$ cat config.mk
export PLATFORM = sky130hd
export DESIGN_NAME = load_store_unit
export DESIGN_NICKNAME = d
export VERILOG_FILES = /design/src/rtl/load_store_unit.sv
export SDC_FILE = /design/constraint.sdc
export NUM_CORES = 1
export LEC_CHECK = 0
export CORE_ASPECT_RATIO = 0.5
export CORE_MARGIN = 1.5
export CORE_UTILIZATION = 46
export CTS_CLUSTER_SIZE = 20
export DETAILED_ROUTE_END_ITERATION = 8
export PLACE_DENSITY = 0.88
export SYNTH_ARGS = -nofsm -noshare
export SYNTH_HDL_FRONTEND = slang
export SYNTH_SLANG_ARGS = --single-unit
$ cat constraint.sdc
create_clock -name clk -period 3.35 [get_ports clk]
set_input_delay 1.005 -clock clk [delete_from_list [all_inputs] [get_ports clk]]
set_output_delay 1.005 -clock clk [all_outputs]
set_load 0.005 [all_outputs]
$ cat src/rtl/load_store_unit.sv
// Request-side controller for the S-Machine data memory: computes effective
// addresses, sequences single-cycle stores and registered-read loads.
module load_store_unit #(
  parameter int ADDR_W = 8,
  parameter int DATA_W = 16
) (
  input  logic              clk,
  input  logic              rst_n,
  input  logic              req_valid,
  output logic              req_ready,
  input  logic              req_write,
  input  logic [ADDR_W-1:0] req_base,
  input  logic [ADDR_W-1:0] req_offset,
  input  logic [DATA_W-1:0] req_wdata,
  output logic              rsp_valid,
  input  logic              rsp_ready,
  output logic [DATA_W-1:0] rsp_data,
  output logic [ADDR_W-1:0] rsp_addr,
  output logic              mem_read_write,
  output logic [ADDR_W-1:0] mem_addr,
  output logic [DATA_W-1:0] mem_data_in,
  input  logic [DATA_W-1:0] mem_data_out,
  output logic              ea_wrapped
);

  typedef enum logic [2:0] {
    S_IDLE,
    S_WRITE,
    S_READ,
    S_CAPTURE,
    S_RESP
  } state_e;

  state_e            state_q, state_d;
  logic [ADDR_W-1:0] mem_addr_q, mem_addr_d;
  logic [DATA_W-1:0] mem_data_in_q, mem_data_in_d;
  logic              mem_read_write_q, mem_read_write_d;
  logic              rsp_valid_q, rsp_valid_d;
  logic [DATA_W-1:0] rsp_data_q, rsp_data_d;
  logic [ADDR_W-1:0] rsp_addr_q, rsp_addr_d;
  logic              ea_wrapped_q, ea_wrapped_d;

  logic [ADDR_W:0]   ea_sum;
  logic [ADDR_W-1:0] ea;
  logic              ea_wrap;
  logic              accept;

  assign ea_sum = {1'b0, req_base} + {1'b0, req_offset};
  assign ea     = ea_sum[ADDR_W-1:0];
  // A negative offset underflows exactly when the unsigned add produces no carry.
  assign ea_wrap = req_offset[ADDR_W-1] ? ~ea_sum[ADDR_W] : ea_sum[ADDR_W];

  assign req_ready = (state_q == S_IDLE) && rst_n;
  assign accept    = req_valid && req_ready;

  always_comb begin
    state_d          = state_q;
    mem_addr_d       = mem_addr_q;
    mem_data_in_d    = mem_data_in_q;
    mem_read_write_d = mem_read_write_q;
    rsp_valid_d      = rsp_valid_q;
    rsp_data_d       = rsp_data_q;
    rsp_addr_d       = rsp_addr_q;
    ea_wrapped_d     = ea_wrapped_q;

    unique case (state_q)
      S_IDLE: begin
        if (accept) begin
          mem_addr_d   = ea;
          ea_wrapped_d = ea_wrapped_q | ea_wrap;
          if (req_write) begin
            mem_data_in_d    = req_wdata;
            mem_read_write_d = 1'b1;
            state_d          = S_WRITE;
          end else begin
            state_d = S_READ;
          end
        end
      end
      S_WRITE: begin
        mem_read_write_d = 1'b0;
        state_d          = S_IDLE;
      end
      S_READ: begin
        state_d = S_CAPTURE;
      end
      S_CAPTURE: begin
        rsp_data_d  = mem_data_out;
        rsp_addr_d  = mem_addr_q;
        rsp_valid_d = 1'b1;
        state_d     = S_RESP;
      end
      S_RESP: begin
        if (rsp_ready) begin
          rsp_valid_d = 1'b0;
          state_d     = S_IDLE;
        end
      end
      default: begin
        mem_read_write_d = 1'b0;
        rsp_valid_d      = 1'b0;
        state_d          = S_IDLE;
      end
    endcase
  end

  // Async reset drops the write strobe at once, so an aborted store never lands.
  always_ff @(posedge clk or negedge rst_n) begin
    if (!rst_n) begin
      state_q          <= S_IDLE;
      mem_addr_q       <= '0;
      mem_data_in_q    <= '0;
      mem_read_write_q <= 1'b0;
      rsp_valid_q      <= 1'b0;
      rsp_data_q       <= '0;
      rsp_addr_q       <= '0;
      ea_wrapped_q     <= 1'b0;
    end else begin
      state_q          <= state_d;
      mem_addr_q       <= mem_addr_d;
      mem_data_in_q    <= mem_data_in_d;
      mem_read_write_q <= mem_read_write_d;
      rsp_valid_q      <= rsp_valid_d;
      rsp_data_q       <= rsp_data_d;
      rsp_addr_q       <= rsp_addr_d;
      ea_wrapped_q     <= ea_wrapped_d;
    end
  end

  assign mem_addr       = mem_addr_q;
  assign mem_data_in    = mem_data_in_q;
  assign mem_read_write = mem_read_write_q;
  assign rsp_valid      = rsp_valid_q;
  assign rsp_data       = rsp_data_q;
  assign rsp_addr       = rsp_addr_q;
  assign ea_wrapped     = ea_wrapped_q;

endmodule

## Word level (Yosys, flattened, before mapping)

Index checks and enable logic that the tools add are counted.

| operators by class | value |
|---|---|
| reductions and logical operators | 10 |
| magnitude comparators | 0 |
| eq/ne operators | 7 |
| bitwise logic cells | 4 |
| muxes and demuxes | 10 |
| shifts and indexed selects | 0 |
| multiply operators | 0 |
| $add $sub $neg | 1 |
| div/mod/pow operators | 0 |

Operators with widths:

| kind | number |
|---|---|
| case mux 3 bit (4 select lines) | 1 |
| adder 8 x 8 -> 9 bit | 1 |
| equality test 3 x 2 -> 1 bit, second input constant | 2 |
| two-way mux 3 bit | 2 |
| != test 2 bit, second input constant | 3 |
| AND reduction 2 bit | 3 |
| AND reduction 3 bit | 2 |
| OR reduction 3 bit | 2 |
| two-way mux 1 bit | 4 |
| equality test 3 x 1 -> 1 bit, second input constant | 1 |
| equality test 3 bit, second input constant | 1 |
| logical NOT 3 bit | 1 |
| NOT 1 bit | 3 |
| case mux 1 bit (3 select lines) | 1 |
| logical AND 1 bit | 2 |
| two-way mux 2 bit | 1 |
| case mux 1 bit (2 select lines) | 1 |
| OR 1 bit | 1 |

| word-level totals | value |
|---|---|
| register bits | 54 |
| memories kept | 0 |
| memory bits (writable) | 0 |
| logic and storage cells | 40 |
| output and inout bits | 52 |
| bits in latches | 0 |
| ROM bits | 0 |
| input bits | 53 |

## Longest topological paths before layout

Gate-level depths: netlist of the first run.

| depth | value |
|---|---|
| depth after elaboration | 5 |
| depth in mapped cells | 7 |
| gate-level depth less buffers | 6 |

## Worst setup path before layout of the first run

No wires, ideal clock.

| timing path | value |
|---|---|
| kind | input to register |
| start point | input port req_base[0] |
| end point | register ea_wrapped_q, in the netlist ea_wrapped |
| buffers on the path | 0 |
| stages | 6 |
| library setup time | 0.134 ns |
| data arrival time | 2.335 ns |
| path slack | 0.881 ns |
| path through | ha_1 -> fa_1 -> a211oi_1 -> o21ai_0 -> o2111ai_1 -> o211ai_1 |

| on the way | value |
|---|---|
| word-level cells in the longest chain between the ends | 4 |

RTL lines:

| item | RTL line | text |
|---|---|---|
| start: declaration | 12 | `input logic [ADDR_W-1:0] req_base,` |
| adder 8 x 8 -> 9 bit (*) | 48 | `assign ea_sum = {1'b0, req_base} + {1'b0, req_offset};` |
| NOT 1 bit | 51 | `assign ea_wrap = req_offset[ADDR_W-1] ? ~ea_sum[ADDR_W] : ea_sum[ADDR_W];` |
| two-way mux 1 bit (*) | 51 |  |
| OR 1 bit (*) | 70 | `ea_wrapped_d = ea_wrapped_q \| ea_wrap;` |
| end signal: assignment | 126 | `ea_wrapped_q <= ea_wrapped_d;` |
| end: declaration | 41 | `logic ea_wrapped_q, ea_wrapped_d;` |

Every way passes the cells marked *; elsewhere a longest branch is shown, timed or not.
A chain may end at the register's enable or synchronous reset.

## Worst setup path in the final report of the first run

| timing path | value |
|---|---|
| start point | input port rst_n |
| end point | output port req_ready |

| on the way | value |
|---|---|
| word-level cells in the longest chain between the ends | 1 |

RTL lines:

| item | RTL line | text |
|---|---|---|
| start: declaration | 8 | `input logic rst_n,` |
| logical AND 1 bit | 53 | `assign req_ready = (state_q == S_IDLE) && rst_n;` |
| end: declaration | 10 | `output logic req_ready,` |

Every way passes these cells.

==> results.md, run 1 <==
* Die X at 107 um
* Synth cell types at 36
* CTS clk-pin slew, worst paths at 0.09 ns
* Row count at 18
* Routability cong. at a little over 0.8
* Tmin final at about 2.9 ns
* Hold buffers post-CTS at 0
* Max Cap Violations at 0
* Synth top area cells: dfrtp_1 (55%), mux2_2 (14%), mux2_4 (5.5%)
* Syn Inst Count at between 150 and 200
* Crit-path max cell delay at 0.57 ns
* Worst-path cell chain: buf_2 -> nor4b_4 -> clkdlybuf4s50_1
* EDFF count, synth at 0
* Pin count of the biggest net entering global routing at 55
* Worst slew pin tran at between 1 and 1.5 ns
* Final Cycle Share at just under 90%
* DR vias/cell at 5.06
* Placed instance area at approximately 3500 um2
* Die area at between 5000 and 6000 um2
* Final nets at around 350
* Total gr overflow at 0
* N_diodes at 0
* Clock latency on the worst-skew pair at roughly 0.3 ns
* DRT Wirelength at 5.56 mm
* Most frequent cell after synthesis: dfrtp_1
* Synthesized area per cell at roughly 14 um2
* Slew Limit Fails at 0
* Vias in the first global route at roughly 1.8k
* CTS resizes at 0
* CP max-delay cell: clkdlybuf4s50_1
* Peak Freq at around 340 MHz
* TritonCTS clock tree: built
* Critical path capture point type: primary output
* Type of origin of the critical path: input port
* Die H at approximately 55 um
* Leakage power at ~0.0016 uW
* Slew Limit Headroom at between 10% and 20%
* Clk buf depth at 2
* Final Non-Filler Cells at roughly 360
* Synth cell count leaders: dfrtp_1 (54), mux2_2 (31), nand2_1 (18)
* Layout cell share with drive strength beyond 1 at 18.8%
* Post-Route Setup TNS at 0 ns
* Initial antenna violation count at 0
* Mean routed wirelength per cell at 15.6 um
* Number of port buffers at about 100
* Power per cell area at about 770 nW/um2
* Crit path required time at 2.34 ns
* Final setup fails at 0
* Layout area overhead at 46.5%
* Synth warn at 0
* Clk_skew at roughly 0.012 ns
* Worst Setup Slack post-DPL at about 0.24 ns
* Tot GR Track Use at between 10% and 20%
* Vias at 1808
* Setup ws final at approximately 0.42 ns
* Cell total after placement at approximately 350
* DR iter-0 viols at between 50 and 60
* Sequential area share after synthesis at 54.8%
* VDD IR max at 321 uV
* Hold Path Class: reg -> reg
* Final Hold Fails at 0
* Initial DRT Pass Iterations at 3
* Final non-filler cell area at approximately 3600 um2
* Core ar. at approximately 5000 um2
* CTS Buf Count at 5
* Mapped Nets at approximately 240
* Htree depth at 2
* Ys flop type: dfrtp_1
* DP HPWL at 4.21 mm
* I/O Pins at about 110
* Area of the mapped netlist at between 2000 and 2500 um2
* Crit path DAT at around 1.9 ns
* First-pass GRT wire length at ~8.6 mm
* DRC at 0
* RSZ-0062 raised after global routing: no
* Largest area contributor in the netlist: dfrtp_1
* Top-area cell type share of the netlist area at 54.8%
* Starting Density at approximately 49%
* Crit Path Category: in -> out
* Final ANT Viol Nets at 0
* Clock Root Buffer: clkbuf_8
* Worst-path fanout max at 4
* Ys async rst share at 100%
* Register bit total from synthesis at 54
* CTS sink cnt at 54
* Status: completed
* Post-CTS setup repair buffer count at 0
stage by stage:
| step | util (%) | power [uW] | hold WS (ns) |
|---|---|---|---|
| 3_3_place_gp | 69.8 | 2360 | 0.462 |
| 4_1_cts | 71.6 | 2800 | 0.496 |
| 3_5_place_dp | 69.8 | 2430 | 0.475 |
| 2_1_floorplan | - | 1670 | 0.470 |
| 6_report | 71.6 | 2780 | 0.499 |
| 5_1_grt | 71.6 | 2940 | 0.528 |
layer usage:
metal  GRT usage [%]  vias up  routed length [um]
li1                -      854                   -
met1            22.6      910                2400
met2            38.1       38                2920
met3            3.45        6                 171
met4            7.56        0                  72
met5               0        -                   0
flip-flops by register name, indices dropped and copies added, names as in the netlist:
| register | flops |
|---|---|
| mem_data_in | 16 |
| mem_addr | 8 |
| rsp_valid | 1 |
| rsp_addr | 8 |
| rsp_data | 16 |
| mem_read_write | 1 |
| ea_wrapped | 1 |
| state_q | 3 |
layout make-up:
class | instances | area, um2
fillers | 350 | 1430
flip-flops and latches | 54 | 1350
repair buffers | 105 | 1040
multi-input cells | 116 | 1020
well taps | 70 | 87.6
clock buffers | 7 | 86.3
inverters | 4 | 15.0
clock inverters | 1 | 5.00
worst max-delay path: cells and delay by family:
family / cells / cell delay, ns
buffers and inverters: 2 / 0.66
AND/OR/NAND/NOR: 1 / 0.25
placed cells by master, fill, tap and decap left out, types with 2 or more instances in the layout:
| cell type | instances |
|---|---|
| clkbuf_8 | 6 |
| xnor2_1 | 2 |
| a21oi_1 | 8 |
| a21boi_0 | 2 |
| o211ai_1 | 3 |
| o21ai_0 | 7 |
| clkdlybuf4s50_1 | 103 |
| a21o_1 | 3 |
| a211oi_1 | 2 |
| nor3_1 | 3 |
| mux2_4 | 9 |
| dfrtp_1 | 54 |
| nand2_1 | 18 |
| inv_1 | 4 |
| or2_2 | 2 |
| xor2_1 | 2 |
| mux2_2 | 31 |
| ha_1 | 8 |
power breakdown:
| part | switching [uW] | internal [uW] |
|---|---|---|
| combinational | 386 | 864 |
| clock | 201 | 167 |
| sequential | 204 | 960 |
| total | 791 | 1990 |
kinds of logic after synthesis:
kind of cell / share of synthesized area, %
adders and majority gates: 4.87
muxes: 20.0
and+or+nand+nor: 7.15
AOI/OAI and AO/OA: 8.06
buffers and inverters: 3.70
DFF: 54.8
xor gates and xnor gates: 1.42
path summary, 6_finish.rpt:
kind	startpoint	endpoint	slack, ns	cells past startpoint
hold reg to reg	mem_read_write$_DFFE_PN0P_	mem_read_write$_DFFE_PN0P_	0.50	2
hold / removal	mem_read_write$_DFFE_PN0P_	mem_read_write$_DFFE_PN0P_	0.50	2
setup reg to reg	state_q[2]$_DFFE_PN0P_	rsp_data[2]$_DFFE_PN0P_	1.19	2
setup / recovery	rst_n	req_ready	0.42	3
max in group asynchronous	rst_n	rsp_data[7]$_DFFE_PN0P_	2.05	2
min in group asynchronous	rst_n	mem_addr[3]$_DFFE_PN0P_	0.85	2
No activity file was read; power rests on OpenSTA's default activity.
==> run 2: changes to the inputs <==
Settings changed: PLACE_DENSITY 0.88 to 0.83.
==> results.md, run 2 (same netlist as run 1, synthesis figures left out) <==
* Clk_skew at 0.00415 ns (-0.00806 ns)
* Final Hold Fails at 0 (unchanged)
* Clock share of power at 13.3% (about the same)
* DR iter-0 viols at 46 (-18%)
* DRC at 0 (unchanged)
* CTS Buf Count at 5 (unchanged)
* CTS sink cnt at 54 (unchanged)
* First-pass GRT wire length at 8.34 mm (-3.0%)
* Hold buffers post-CTS at 0 (unchanged)
* Final Cycle Share at 88.7% (+1.2 points)
* DP HPWL at 4.06 mm (-3.6%)
* Die H at 54.8 um (unchanged)
* CTS clk-pin slew, worst paths at 0.09 ns (about the same)
* Worst Setup Slack post-DPL at 0.295 ns (+0.0589 ns)
* Layout area overhead at 46.6%
* DR vias/cell at 4.93 (-2.7%)
* Pin count of the biggest net entering global routing at 55 (unchanged)
* Core ar. at 5040 um2 (unchanged)
* Worst slew pin tran at 1.20 ns (-0.00331 ns)
* Slew Limit Headroom at 19.6% (+0.22 points)
* Vias at 1760 (-2.7%)
* Critical path capture point type: primary output
* Slew Limit Fails at 0 (unchanged)
* Crit Path Category: in -> out
* CTS resizes at 0 (unchanged)
* Max Cap Violations at 0 (unchanged)
* Sw Share at 28.0% (-0.40 points)
* Starting Density at 48.9% (unchanged)
* Final ANT Viol Nets at 0 (unchanged)
* Pint at 1990 uW (about the same)
* WHS at 0.495 ns (-0.00447 ns)
* Power per cell area at 764 nW/um2 (-0.71%)
* Commonest non-fill, non-tap cells in the layout: clkdlybuf4s50_1 (103), dfrtp_1 (54), mux2_2 (31)
* Sequential share of power at 41.6% (-0.2 points)
* Layout cell share with drive strength beyond 1 at 19.2% (+0.35 points)
* Crit path required time at 2.34 ns (about the same)
* Post-CTS setup repair buffer count at 0 (unchanged)
* Peak Freq at 336 MHz (-1.4%)
* N_diodes at 0 (unchanged)
* Vias in the first global route at 1794 (-2.7%)
* Hold Path Class: reg -> reg
* Most common cell after layout, fill and taps aside: clkdlybuf4s50_1
* Crit path DAT at 1.97 ns (+0.04 ns)
* Clock Root Buffer: clkbuf_8
* Routability cong. at 0.805 (-2.6%)
* Switching Power at 775 uW (-2.0%)
* Clock latency on the worst-skew pair at 0.30 ns (about the same)
* Number of port buffers at 104 (unchanged)
* Mean routed wirelength per cell at 15.0 um (-4.0%)
* Post-Route Setup TNS at 0 ns (unchanged)
* Gate power share at 45.0% (about the same)
* Leakage power at 0.00160 uW (about the same)
* Final core utilization at 71.7% (+0.074 points)
* Setup ws final at 0.378 ns (-0.0408 ns)
* RSZ-0062 raised after global routing: no
* Row count at 18 (unchanged)
* Final nets at 348 (unchanged)
* Htree depth at 2 (unchanged)
* Filler Cell Count at 377 (+7.7%)
* Final setup fails at 0 (unchanged)
* Worst-path fanout max at 4 (unchanged)
* Die area at 5840 um2 (unchanged)
* Initial antenna violation count at 0 (unchanged)
* Status: completed
* I/O Pins at 105 (unchanged)
* VDD IR max at 339 uV (+5.7%)
* Tmin final at 2.97 ns (+0.0408 ns)
* TritonCTS clock tree: built
* Tot GR Track Use at 18.8% (-0.86 points)
* Clk buf depth at 2 (unchanged)
* Total gr overflow at 0 (unchanged)
* Type of origin of the critical path: input port
* Initial DRT Pass Iterations at 4 (+1)
* DRT Wirelength at 5.34 mm (-4.0%)
* Die X at 107 um (unchanged)
[run 2: final timing paths]
path	cells past startpoint	start	endpoint	slack (ns)
max	3	rst_n	req_ready	0.38
min in group asynchronous	2	rst_n	mem_addr[5]$_DFFE_PN0P_	0.85
min	2	mem_read_write$_DFFE_PN0P_	mem_read_write$_DFFE_PN0P_	0.49
min reg2reg	2	mem_read_write$_DFFE_PN0P_	mem_read_write$_DFFE_PN0P_	0.49
max reg2reg	2	state_q[1]$_DFFE_PN0P_	rsp_addr[2]$_DFFE_PN0P_	1.21
max in group asynchronous	2	rst_n	rsp_data[1]$_DFFE_PN0P_	2.07
[run 2: area by class of cell]
type | instances | area (um2) | share of cell area [%]
clock buffer | 6 | 82.6 | 2.28
tap | 70 | 87.6 | 2.42
inverter | 4 | 15.0 | 0.415
multi-input combinational | 116 | 1020 | 28.3
timing repair buffer | 105 | 1040 | 28.8
clock inverter | 2 | 12.5 | 0.346
sequential | 54 | 1350 | 37.4
[run 2: layer usage]
metal  share of wire [%]  GRT usage [%]
met5                   0              0
met4                0.82           6.89
met3                 3.1           3.45
met2                  53           35.8
met1                  43           22.1
[run 2: critical path, cell delays in order]
cell and delay, ns:
buf_2 0.10, nor4b_4 0.28, clkdlybuf4s50_1 0.58
[run 2: through the flow]
stage          power (uW)  cells  area, um2
6_report             2770    357       3620
3_3_place_gp         2370    349       3520
2_1_floorplan        1670    181       2470
4_1_cts              2800    357       3620
3_5_place_dp         2420    349       3520
5_1_grt              2940    357       3620
[run 2: power by group through the flow]
stage	Sequential [uW]	Clock [uW]	Combinational [uW]
finish	1150	368	1250
CTS	1150	379	1260
detailed placement	1160	0	1260
global route	1190	407	1340
floorplan	1150	0	516
global placement	1140	0	1220
==> run 3: changes to the inputs <==
Settings changed: SLEW_MARGIN from default to 10.
==> results.md, run 3 (same netlist as run 1, synthesis figures left out) <==
* Clock share of power at 13.3% (about the same)
* Layout cell share with drive strength beyond 1 at 19.4% (+0.28 points)
* N_diodes at 0 (unchanged)
* CTS clk-pin slew, worst paths at 0.09 ns (about the same)
* Crit Path Category: in -> out
* Crit path DAT at 1.97 ns (about the same)
* Pin count of the biggest net entering global routing at 55 (unchanged)
* Post-CTS setup repair buffer count at 0 (unchanged)
* Tmin final at 2.97 ns (+0.000857 ns)
* DRT Wirelength at 5.38 mm (+0.66%)
* Final Hold Fails at 0 (unchanged)
* Routability cong. at 0.805 (unchanged)
* Status: completed
* Placed instance area at 3520 um2 (unchanged)
* Die H at 54.8 um (unchanged)
* Slew Limit Fails at 0 (unchanged)
* Starting Density at 48.9% (unchanged)
* Crit path required time at 2.34 ns (about the same)
* Initial antenna violation count at 0 (unchanged)
* Commonest non-fill, non-tap cells in the layout: clkdlybuf4s50_1 (103), dfrtp_1 (54), mux2_2 (31)
* GRT met3 Usage at 3.45% (unchanged)
* Vias in the first global route at 1794 (unchanged)
* Switching Power at 778 uW (+0.40%)
* Htree depth at 2 (unchanged)
* Gate power share at 45.1% (about the same)
* Initial DRT Pass Iterations at 4 (unchanged)
* DR iter-0 viols at 45 (-2.2%)
* CTS Buf Count at 5 (unchanged)
* Power per cell area at 763 nW/um2 (-0.14%)
* VDD IR max at 339 uV (about the same)
* Total gr overflow at 0 (unchanged)
* Final Cycle Share at 88.7% (about the same)
* Most common cell after layout, fill and taps aside: clkdlybuf4s50_1
* Sw Share at 28.1% (+0.063 points)
* Clock latency on the worst-skew pair at 0.30 ns (about the same)
* GRT met1 Usage at 22.1% (unchanged)
* DR vias/cell at 4.96 (+0.51%)
* Vias at 1774 (+0.80%)
* Row count at 18 (unchanged)
* Final setup fails at 0 (unchanged)
* Slew Limit Headroom at 48.8% (+29 points)
* Mean routed wirelength per cell at 15.0 um (+0.37%)
* Clk buf depth at 2 (unchanged)
* Worst-path fanout max at 4 (unchanged)
* DP HPWL at 4.06 mm (unchanged)
* Power after layout at 2770 uW (+0.17%)
* Final ANT Viol Nets at 0 (unchanged)
* Final non-filler cell area at 3630 um2 (+0.31%)
* RSZ-0062 raised after global routing: no
* Leakage power at 0.00160 uW (+0.37%)
* Hold Path Class: reg -> reg
* Clock Root Buffer: clkbuf_8
* TritonCTS clock tree: built
* Pint at 1990 uW (about the same)
* Max Cap Violations at 0 (unchanged)
* Type of origin of the critical path: input port
* DRC at 0 (unchanged)
* Layout area overhead at 47.1%
* First-pass GRT wire length at 8.34 mm (unchanged)
* Worst slew pin tran at 0.765 ns (-0.436 ns)
* Clk_skew at 0.00346 ns (-0.000687 ns)
* CTS resizes at 0 (unchanged)
* WHS at 0.495 ns (-0.00000600 ns)
* CTS sink cnt at 54 (unchanged)
* Final nets at 349 (+0.29%)
* I/O Pins at 105 (unchanged)
* Post-Route Setup TNS at 0 ns (unchanged)
* Die X at 107 um (unchanged)
* Critical path capture point type: primary output
* GRT busiest layer: met2
* Tot GR Track Use at 18.8% (unchanged)
* Peak Freq at 336 MHz (about the same)
* Sequential share of power at 41.6% (about the same)
* Number of port buffers at 104 (unchanged)
* GR Util met2 at 35.8% (unchanged)
* Core ar. at 5040 um2 (unchanged)
* Die area at 5840 um2 (unchanged)
* Hold buffers post-CTS at 0 (unchanged)
## run 3: changes by cell type in the layout (fill, tap and decap cells not counted)
cell | previous run | this run
buf_6 | 0 | 1
## run 3: metal layers
layer | vias up | wire length [um]
met5 | - | 0
met4 | 0 | 42
met1 | 873 | 2290
met3 | 4 | 168
met2 | 40 | 2870
li1 | 857 | -
## run 3: stage by stage
| step | utilization [%] | setup slack [ns] | std cells |
|---|---|---|---|
| finish | 71.9 | 0.377 | 358 |
| global route | 71.9 | 0.334 | 358 |
| CTS | 71.7 | 0.381 | 357 |
| detailed placement | 69.8 | 0.295 | 349 |
| global placement | 69.8 | 0.356 | 349 |
| floorplan | - | 0.881 | 181 |
## run 3: final cells by class
type	instances	area (um2)
tap	70	87.6
clock inverter	2	12.5
multi-input combinational	116	1020
timing repair buffer	106	1050
clock buffer	6	82.6
inverter	4	15.0
fill	372	1420
sequential	54	1350
## run 3: worst max-delay path, stage by stage
cell and delay, ns:
buf_2 0.10, nor4b_4 0.28, clkdlybuf4s50_1 0.58
## run 3: power groups by stage
stage	registers, uW	logic, uW	clock network [uW]
after floorplan	1150	516	0
after global placement	1140	1220	0
after detailed placement	1160	1260	0
after CTS	1150	1260	379
after global routing	1190	1340	407
final	1150	1250	369
## run 3: final timing paths
| kind | startpoint | end | slack, ns | cells after the start |
|---|---|---|---|---|
| hold / removal | mem_read_write$_DFFE_PN0P_ | mem_read_write$_DFFE_PN0P_ | 0.49 | 2 |
| min in group asynchronous | rst_n | state_q[0]$_DFFE_PN0P_ | 0.85 | 2 |
| setup reg to reg | state_q[1]$_DFFE_PN0P_ | rsp_data[10]$_DFFE_PN0P_ | 1.44 | 3 |
| hold reg to reg | mem_read_write$_DFFE_PN0P_ | mem_read_write$_DFFE_PN0P_ | 0.49 | 2 |
| max in group asynchronous | rst_n | rsp_data[1]$_DFFE_PN0P_ | 2.07 | 2 |
| setup / recovery | rst_n | req_ready | 0.38 | 3 |
